<file path="config.mk">
export PLATFORM = sky130hd
export DESIGN_NAME = idecode_queue
export DESIGN_NICKNAME = d
export VERILOG_FILES = /design/src/rtl/cpu_pkg.sv /design/src/rtl/idecoder.sv /design/src/rtl/idecode_queue.sv
export SDC_FILE = /design/constraint.sdc
export NUM_CORES = 1
export LEC_CHECK = 0
export CELL_PAD_IN_SITES_DETAIL_PLACEMENT = 1
export CELL_PAD_IN_SITES_GLOBAL_PLACEMENT = 2
export CORE_ASPECT_RATIO = 0.5
export CORE_MARGIN = 2
export CORE_UTILIZATION = 41
export CTS_CLUSTER_DIAMETER = 60
export DETAILED_ROUTE_END_ITERATION = 10
export GPL_ROUTABILITY_DRIVEN = 0
export PLACE_DENSITY = 0.76
export SLEW_MARGIN = 20
export SYNTH_ARGS = -nofsm -noshare
export SYNTH_HDL_FRONTEND = slang
export SYNTH_SLANG_ARGS = --single-unit
export TNS_END_PERCENT = 100
</file>
<file path="constraint.sdc">
create_clock -name clk -period 3 [get_ports clk]
set_input_delay 0.6 -clock clk [delete_from_list [all_inputs] [get_ports clk]]
set_output_delay 0.6 -clock clk [all_outputs]
set_load 0.02 [all_outputs]
</file>
<file path="src/rtl/cpu_pkg.sv">
// cpu_pkg: opcodes, decoded-field struct, queue state encoding and the
// instruction-class helper shared by the decoder and the decode queue.
package cpu_pkg;

   localparam logic [6:0] OP_HALT = 7'b0001000;
   localparam logic [6:0] OP_NOP  = 7'b0001001;

   typedef struct packed {
      logic [3:0]  cond;
      logic [6:0]  opcode;
      logic        en_status;
      logic [3:0]  rn;
      logic [3:0]  rd;
      logic [3:0]  rs;
      logic [3:0]  rm;
      logic [1:0]  shift_op;
      logic [4:0]  imm5;
      logic [11:0] imm12;
      logic [23:0] imm24;
   } dec_fields_t;

   typedef enum logic [1:0] {ST_RUN, ST_HALT_PEND, ST_HALTED} dq_state_e;

   // Upper opcode bits come from the instruction class in bits [27:25].
   function automatic logic [2:0] op_class(input logic [2:0] t);
      return (t[2:1] == 2'b00) ? 3'b000 :
             (t == 3'b010)     ? 3'b101 :
             (t == 3'b011)     ? 3'b010 :
             (t[2:1] == 2'b10) ? 3'b100 : 3'b110;
   endfunction

endpackage

</file>
<file path="src/rtl/idecoder.sv">
// idecoder: combinational field extraction of one 32-bit instruction word.
module idecoder
   import cpu_pkg::*;
(
   input  logic [31:0] instr,
   output dec_fields_t fields
);

   always_comb begin
      fields           = '0;
      fields.cond      = instr[31:28];
      fields.opcode    = {op_class(instr[27:25]), instr[24:21]};
      fields.en_status = instr[20];
      fields.rn        = instr[19:16];
      fields.rd        = instr[15:12];
      fields.rs        = instr[11:8];
      fields.rm        = instr[3:0];
      fields.shift_op  = instr[5:4];
      fields.imm5      = instr[10:6];
      fields.imm12     = instr[11:0];
      fields.imm24     = instr[23:0];
   end

endmodule

</file>
<file path="src/rtl/idecode_queue.sv">
// idecode_queue: FIFO-buffered decode stage with a registered valid/ready
// output slot, flush, optional NOP squashing and sticky HALT detection.
module idecode_queue
   import cpu_pkg::*;
#(
   parameter int DEPTH    = 4,
   parameter int PC_W     = 32,
   parameter int DROP_NOP = 0,
   parameter int CNT_W    = $clog2(DEPTH + 1)
) (
   input  logic             clk,
   input  logic             rst_n,
   input  logic             in_valid,
   output logic             in_ready,
   input  logic [31:0]      in_instr,
   input  logic [PC_W-1:0]  in_pc,
   input  logic             flush,
   output logic             out_valid,
   input  logic             out_ready,
   output logic [31:0]      out_instr,
   output logic [PC_W-1:0]  out_pc,
   output logic [3:0]       cond,
   output logic [6:0]       opcode,
   output logic             en_status,
   output logic [3:0]       rn,
   output logic [3:0]       rd,
   output logic [3:0]       rs,
   output logic [3:0]       rm,
   output logic [1:0]       shift_op,
   output logic [4:0]       imm5,
   output logic [11:0]      imm12,
   output logic [23:0]      imm24,
   output logic             halted,
   output logic [CNT_W-1:0] count
);

   localparam int PTR_W = $clog2(DEPTH);

   dq_state_e        state_q, state_d;
   logic [31:0]      imem_q [DEPTH];
   logic [31:0]      imem_d [DEPTH];
   logic [PC_W-1:0]  pmem_q [DEPTH];
   logic [PC_W-1:0]  pmem_d [DEPTH];
   logic [PTR_W-1:0] wptr_q, wptr_d, rptr_q, rptr_d;
   logic [CNT_W-1:0] count_q, count_d;
   logic             out_valid_q, out_valid_d;
   logic             halted_q, halted_d;
   dec_fields_t      fld_q, fld_d;
   logic [31:0]      oinstr_q, oinstr_d;
   logic [PC_W-1:0]  opc_q, opc_d;

   dec_fields_t head_f;
   logic        head_valid, can_load, is_nop, push, pop, load, hs;

   idecoder u_dec (
      .instr  (imem_q[rptr_q]),
      .fields (head_f)
   );

   assign in_ready   = rst_n && (count_q < CNT_W'(DEPTH)) && (state_q == ST_RUN) && !flush;
   assign head_valid = (count_q != '0);
   assign can_load   = head_valid && (state_q == ST_RUN) && !flush;
   assign is_nop     = (DROP_NOP != 0) && (head_f.opcode == OP_NOP);
   assign push       = in_valid && in_ready;
   assign load       = can_load && !is_nop && (!out_valid_q || out_ready);
   assign pop        = load || (can_load && is_nop);
   assign hs         = out_valid_q && out_ready;

   always_comb begin
      state_d     = state_q;
      imem_d      = imem_q;
      pmem_d      = pmem_q;
      wptr_d      = wptr_q;
      rptr_d      = rptr_q;
      count_d     = count_q;
      out_valid_d = out_valid_q;
      halted_d    = halted_q;
      fld_d       = fld_q;
      oinstr_d    = oinstr_q;
      opc_d       = opc_q;
      if (flush && state_q != ST_HALTED) begin
         wptr_d      = '0;
         rptr_d      = '0;
         count_d     = '0;
         out_valid_d = 1'b0;
         state_d     = ST_RUN;
      end else if (state_q == ST_HALT_PEND && hs) begin
         wptr_d      = '0;
         rptr_d      = '0;
         count_d     = '0;
         out_valid_d = 1'b0;
         halted_d    = 1'b1;
         state_d     = ST_HALTED;
      end else begin
         if (push) begin
            imem_d[wptr_q] = in_instr;
            pmem_d[wptr_q] = in_pc;
            wptr_d         = wptr_q + 1'b1;
         end
         if (pop) rptr_d = rptr_q + 1'b1;
         count_d = count_q + CNT_W'(push) - CNT_W'(pop);
         if (load) begin
            out_valid_d = 1'b1;
            fld_d       = head_f;
            oinstr_d    = imem_q[rptr_q];
            opc_d       = pmem_q[rptr_q];
            state_d     = (head_f.opcode == OP_HALT) ? ST_HALT_PEND : ST_RUN;
         end else if (hs) begin
            out_valid_d = 1'b0;
         end
      end
   end

   always_ff @(posedge clk or negedge rst_n) begin
      if (!rst_n) begin
         state_q     <= ST_RUN;
         imem_q      <= '{default: '0};
         pmem_q      <= '{default: '0};
         wptr_q      <= '0;
         rptr_q      <= '0;
         count_q     <= '0;
         out_valid_q <= 1'b0;
         halted_q    <= 1'b0;
         fld_q       <= '0;
         oinstr_q    <= '0;
         opc_q       <= '0;
      end else begin
         state_q     <= state_d;
         imem_q      <= imem_d;
         pmem_q      <= pmem_d;
         wptr_q      <= wptr_d;
         rptr_q      <= rptr_d;
         count_q     <= count_d;
         out_valid_q <= out_valid_d;
         halted_q    <= halted_d;
         fld_q       <= fld_d;
         oinstr_q    <= oinstr_d;
         opc_q       <= opc_d;
      end
   end

   assign out_valid = out_valid_q;
   assign out_instr = oinstr_q;
   assign out_pc    = opc_q;
   assign cond      = fld_q.cond;
   assign opcode    = fld_q.opcode;
   assign en_status = fld_q.en_status;
   assign rn        = fld_q.rn;
   assign rd        = fld_q.rd;
   assign rs        = fld_q.rs;
   assign rm        = fld_q.rm;
   assign shift_op  = fld_q.shift_op;
   assign imm5      = fld_q.imm5;
   assign imm12     = fld_q.imm12;
   assign imm24     = fld_q.imm24;
   assign halted    = halted_q;
   assign count     = count_q;

endmodule
</file>
==> impl_results.md, run 1 <==
- Outcome: finished clean
- Achievable Freq: 0.375 GHz
- DR vias/cell: 5.01
- CP most frequent cell: clkdlybuf4s50_1
- Max_slew headroom: 41.5%
- Clock sink count: 334
- Ys flop type: dfrtp_1
- Netlist cell types: 36
- DR iter-0 viols: 395
- WL met3: 990 µm
- Arrival @ worst endpoint: 2.06 ns
- Top-count cell post-synth: dfrtp_1
- CTS-repair resized insts: 0
- Clk_lat worst skew: 0.53 ns
- CTS tree: built
- Rows: 50
- RR Endpoint: count[2]
- Post-layout nets: 1136
- Count of hold-fix buffers inserted at cts: 0
- Hold WC Path Type: input port to async pin
- Syn Inst Count: 895
- Length in cells of the worst reg-to-reg path: 11
- Storage element area: 0.00837 mm²
- Met2 wire len: 17.9 mm
- Syn avg cell area: 17.8 µm²
- Setup bufs post-CTS: 0
- Final count of hold timing violations: 0
- Footprint of the multi-input gates: 0.00638 mm²
- Area growth syn-to-layout: 19.9%
- H-tree levels: 2
- WL final: 35.0 mm
- CORE AREA: 0.0378 mm²
- Num CTS Buffers: 34
- Initial core utilization: 42.1%
- RSZ-0062 raised after global routing: false
- Synth top area cells: dfrtp_1 53%, mux2_4 23%, mux4_2 9.1%, mux2_2 5.6%, buf_4 3.5%
- WP data required: 2.40 ns
- Io pins: 210
- Register area share after synthesis: 52.6%
- Die width: 283 µm
- CP startpoint kind: input port
- Max Root-Sink Buffers: 3
- Comb pwr share: 40.1%
- Worst VDD drop: 0.396 mV
- First-pass GRT wire length: 55.8 mm
- I/O Buffers: 209
- Critical path's slowest cell: clkdlybuf4s50_1
- CP peak stage delay: 0.59 ns
- Final ANT Viol Nets: 0
- Wire length on met1: 15.6 mm
- Sw Share: 30.9%
- Worst R2R Start: state_q[0]
- Crit Path Max Fanout: 4
- CP Cell Sequence: clkdlybuf4s50_1 -> nor3_4 -> and3b_2 -> clkdlybuf4s50_1
- Commonest cells post-synth: 334 x dfrtp_1, 240 x mux2_4, 79 x mux2_2, 74 x buf_4, 64 x mux4_2
- Worst setup path class: input port to output port
- Congestion Overflow GR: 0
- Initial antenna violation count: 0
- Final TNS setup: 0 ns
- Maxcap violations: 0
- Largest net degree at the start of global routing: 189
- DR vias: 8034
- Layout cells sized above 1: 44.6%
- Number of synthesized flops with an enable pin: 0
- DR top layer: met4
- Setup violators final: 0
- Wire length per cell: 21.8 µm
- Post-Syn Area: 0.0159 mm²
- Clock transition at path regs: 0.06 ns
- Final Skew: 0.0227 ns
- Critical Path Source: flush
- Leading area contributor after synthesis: dfrtp_1
- Post-layout min period: 2.66 ns
- Overall routing resource usage: 17.8%
- Share of flip-flops with an asynchronous set or reset: 100%
- Nets in the synthesized netlist: 971
- Max Slew Vio Count: 0
- Sequential Power Share: 37.5%
- Filler cells: 3581
- Die extent in y: 143 µm
- Static Leak: 9.06 nW
- End-of-flow core utilization: 50.5%
- Vias in the first global route: 9297
- Yosys warnings: 0
- Post-synth top area share: 52.6%
- Diode count: 0
- Pre-Repair DR Iteration Count: 4
- Sw power: 5.94 mW
- Synthesis-stage register bit count: 334
- R2R Setup Slk: 0.59 ns
- Die area: 0.0405 mm²
- DPL Wire Length: 21.7 mm
- Worst-Margin Slew: 0.877 ns
- Fin crit share: 88.8%
- Clk Tree Root Cell: clkbuf_16
- Worst Setup End Kind: output port
- Clk pwr share: 22.4%
- DRC: 0
- Int Power: 13.3 mW
- PwrDens: 1010 mW/mm²
[placed cells by master, fill, tap and decap left out, drive strengths merged, types with 2 or more instances in the layout]
cell type,instances
nand2,8
clkbuf,49
xor2,2
clkdlybuf4s50,208
buf,36
bufinv,2
a31oi,2
nor2,9
mux2,320
clkinv,8
dfrtp,334
a21oi,3
ha,6
inv,11
o21ai,4
xnor2,2
mux4,64
[worst max path at each step]
stage,cells past startpoint,endpoint,slack (ns)
3_5_place_dp,12,count[2],0.01
5_1_grt,3,in_ready,0.27
3_3_place_gp,12,count[2],0.06
6_report,4,in_ready,0.34
4_1_cts,4,in_ready,0.32
2_1_floorplan,12,count[2],0.27
[worst max-delay path: cells and delay by family]
| family | cells | cell delay [ns] |
|---|---|---|
| buf+inv | 2 | 1.05 |
| simple gates | 2 | 0.41 |
[cells by family after synthesis]
logic type      Yosys count  synth area share (%)
flops                   334                  52.6
mux                     384                  37.4
xor+xnor                  4                 0.220
buf+inv                 125                  7.32
compound gates           13                 0.519
simple gates             28                  1.40
fa+ha+maj                 7                 0.598
[layer usage]
layer / global-route usage, % / vias to the layer above
met5: 0 / -
met4: 3.82 / 0
met3: 3.04 / 38
met2: 30.6 / 89
met1: 23.9 / 4409
li1: - / 3498
[final cells by class]
cell class | instances | area share [%]
flip-flops and latches | 334 | 43.9
multi-input cells | 436 | 33.5
clock buffers | 49 | 5.23
well taps | 520 | 3.41
repair buffers | 244 | 13.3
inverters | 10 | 0.197
clock inverters | 11 | 0.571
[power groups by stage]
stage | combinational [mW] | sequential [mW] | clock [mW]
finish | 7.70 | 7.20 | 4.30
detailed placement | 7.80 | 7.27 | 0
CTS | 7.84 | 7.22 | 4.42
global placement | 7.63 | 7.15 | 0
floorplan | 5.16 | 7.49 | 0
global route | 8.20 | 7.43 | 4.61
[state kept, by name, indices dropped and copies added (netlist names), 3 cells and up]
signal     cells
pmem_q       128
rm             3
imm24          4
count          3
rd             3
imem_q       128
out_pc        32
cond           4
opcode         7
rs             3
rn             3
out_instr      3
[per-stage QoR]
step	area [µm²]	power [mW]	std cells	hold slack (ns)	worst slack, ns
3_3_place_gp	17900	14.8	1543	0.453	0.0642
2_1_floorplan	15900	12.7	895	0.304	0.274
5_1_grt	19100	20.2	1604	0.0683	0.268
6_report	19100	19.2	1604	0.0645	0.336
4_1_cts	19000	19.5	1603	0.346	0.322
3_5_place_dp	17900	15.1	1543	0.488	0.0128
Note: power is estimated with default switching activity, not from simulation.
==> run 2, diff against run 1 <==
--- a/config.mk
+++ b/config.mk
@@ -9,11 +9,13 @@
 export CELL_PAD_IN_SITES_GLOBAL_PLACEMENT = 2
 export CORE_ASPECT_RATIO = 0.5
 export CORE_MARGIN = 2
-export CORE_UTILIZATION = 41
+export CORE_UTILIZATION = 38
 export CTS_CLUSTER_DIAMETER = 60
 export DETAILED_ROUTE_END_ITERATION = 10
 export GPL_ROUTABILITY_DRIVEN = 0
-export PLACE_DENSITY = 0.76
+export PLACE_DENSITY = 0.71
+export RECOVER_POWER = 100
+export SKIP_CTS_REPAIR_TIMING = 1
 export SLEW_MARGIN = 20
 export SYNTH_ARGS = -nofsm -noshare
 export SYNTH_HDL_FRONTEND = slang
==> impl_results.md, run 2 (synthesis gave the netlist of run 1 again) <==
- Clock sink count: 334 (unchanged)
- Most frequent cells in the layout: 332 x dfrtp_1, 220 x mux2_1, 142 x dlygate4sd3_1, 79 x mux2_2, 66 x clkdlybuf4s50_1
- Final count of hold timing violations: 0 (unchanged)
- PwrDens: 1000 mW/mm² (-0.70%)
- Commonest non-fill, non-tap cell in the layout: dfrtp_1
- Final Power: 18.1 mW (-5.7%)
- Die width: 293 µm (+3.8%)
- Sw power: 5.78 mW (-2.6%)
- Wire length per cell: 21.3 µm (-2.3%)
- Fin crit share: 93.4% (+4.6 points)
- Post-layout min period: 2.80 ns (+0.137 ns)
- DR iter-0 viols: 240 (-39%)
- DPL Wire Length: 21.4 mm (-1.2%)
- Sw Share: 31.9% (+1.0 points)
- CTS tree: built
- Final Skew: 0.0129 ns (-0.00976 ns)
- CP top delay family: buffers and inverters
- CP Cell Sequence: clkdlybuf4s50_1 -> nor3_4 -> buf_4 -> and3b_2 -> dlygate4sd3_1
- Worst VDD drop: 0.364 mV (-8.2%)
- Achievable Freq: 0.357 GHz (-4.9%)
- Final ANT Viol Nets: 0 (unchanged)
- Comb pwr share: 35.7% (-4.4 points)
- Cell Area, Placed: 0.0179 mm² (-0.31%)
- Initial core utilization: 38.9% (-3.2 points)
- Clk_lat worst skew: 0.52 ns (about the same)
- Vias in the first global route: 9416 (+1.3%)
- Initial antenna violation count: 0 (unchanged)
- DR vias/cell: 4.99 (-0.40%)
- RSZ-0062 raised after global routing: false
- Rows: 52 (+4.0%)
- Max_slew headroom: -54.9% (-96 points)
- Die area: 0.0436 mm² (+7.7%)
- Arrival @ worst endpoint: 2.20 ns (+0.14 ns)
- Max Root-Sink Buffers: 3 (unchanged)
- Sequential Power Share: 39.6% (+2.1 points)
- Storage element area: 0.00837 mm² (unchanged)
- Die extent in y: 149 µm (+3.8%)
- WP data required: 2.40 ns (about the same)
- Diode count: 0 (unchanged)
- Outcome: finished, violations left
- Io pins: 210 (unchanged)
- CP startpoint kind: input port
- DR vias: 8057 (+0.29%)
- Clock transition at path regs: 0.06 ns (about the same)
- H-tree levels: 2 (unchanged)
- CP Buf/Inv Count: 3 (+1)
- Clk pwr share: 24.7% (+2.3 points)
- Static Leak: 8.32 nW (-8.1%)
- RR Endpoint: imem_q[72]
- Setup violators final: 0 (unchanged)
- Largest net degree at the start of global routing: 174 (-7.9%)
- Met2 wire len: 17.3 mm (-3.1%)
- Post-layout nets: 1126 (-0.88%)
- WL met3: 933 µm (-5.8%)
- DR top layer: met4
- Layout cells sized above 1: 23.3% (-21 points)
- Length in cells of the worst reg-to-reg path: 6 (-5)
- Area growth syn-to-layout: 13.9%
- CP peak stage delay: 0.67 ns (+0.08 ns)
- Worst-Margin Slew: 2.32 ns (+1.45 ns)
- Critical path's slowest cell: dlygate4sd3_1
- Worst Setup End Kind: output port
- Failing checks: max-capacitance violations, max-slew violations
- Pre-Repair DR Iteration Count: 4 (unchanged)
- Maxcap violations: 1 (+1)
- WL final: 34.4 mm (-1.6%)
- Max Slew Vio Count: 162 (+162)
- R2R Setup Slk: 0.24 ns (-0.35 ns)
- Num CTS Buffers: 34 (unchanged)
- DRC: 0 (unchanged)
- Pre-CTS WS: 0.0631 ns (+0.0504 ns)
- Congestion Overflow GR: 0 (unchanged)
- Post-route cell area: 0.0181 mm² (-5.1%)
- CORE AREA: 0.0409 mm² (+8.1%)
- Crit Path Max Fanout: 4 (unchanged)
- First-pass GRT wire length: 56.7 mm (+1.6%)
- Hold WC Path Type: input port to async pin
- I/O Buffers: 209 (unchanged)
- Clk Tree Root Cell: clkbuf_16
- Worst setup path class: input port to output port
- Filler cells: 4001 (+12%)
- Int Power: 12.3 mW (-7.1%)
- Worst R2R Start: state_q[0]
- Footprint of the multi-input gates: 0.00556 mm² (-13%)
- Wire length on met1: 15.7 mm (+0.19%)
- Overall routing resource usage: 16.6% (-1.2 points)
- Final TNS setup: 0 ns (unchanged)
- Worst Slack Setup Final: 0.199 ns (-0.137 ns)
-- run 2: routing by layer --
layer	track usage [%]	vias up
li1	-	3498
met1	22.5	4428
met2	28.2	91
met3	2.90	40
met4	3.27	0
met5	0	-
-- run 2: worst max path at each step --
stage                             to  startpoint  slack [ns]  depth (start not counted)
after global routing      imem_q[99]  state_q[0]        0.11                          6
after detailed placement    count[2]       flush        0.06                         12
after floorplan             count[2]    count[2]        0.27                         12
after CTS                   in_ready  state_q[0]        0.25                          4
final                       in_ready       flush        0.20                          5
after global placement      count[2]       flush        0.13                         12
-- run 2: layout make-up --
| class | instances | share of cell area, % |
|---|---|---|
| clock buffers | 51 | 5.79 |
| multi-input cells | 436 | 30.7 |
| flip-flops and latches | 334 | 46.2 |
| repair buffers | 234 | 12.7 |
| clock inverters | 10 | 0.705 |
| inverters | 10 | 0.207 |
| well taps | 540 | 3.73 |
-- run 2: power by group through the flow --
stage	Sequential [mW]	Clock (mW)	Combinational, mW
floorplan	7.49	0	5.16
global placement	7.21	0	7.57
detailed placement	7.33	0	7.73
CTS	7.29	4.65	7.76
global route	7.44	4.86	6.92
finish	7.17	4.48	6.46
-- run 2: per-stage QoR --
stage | instances | util, % | hold slack (ns)
floorplan | 895 | - | 0.304
global placement | 1554 | 43.8 | 0.458
detailed placement | 1554 | 43.8 | 0.464
CTS | 1615 | 46.7 | 0.299
global route | 1615 | 44.3 | 0.289
finish | 1615 | 44.3 | 0.157
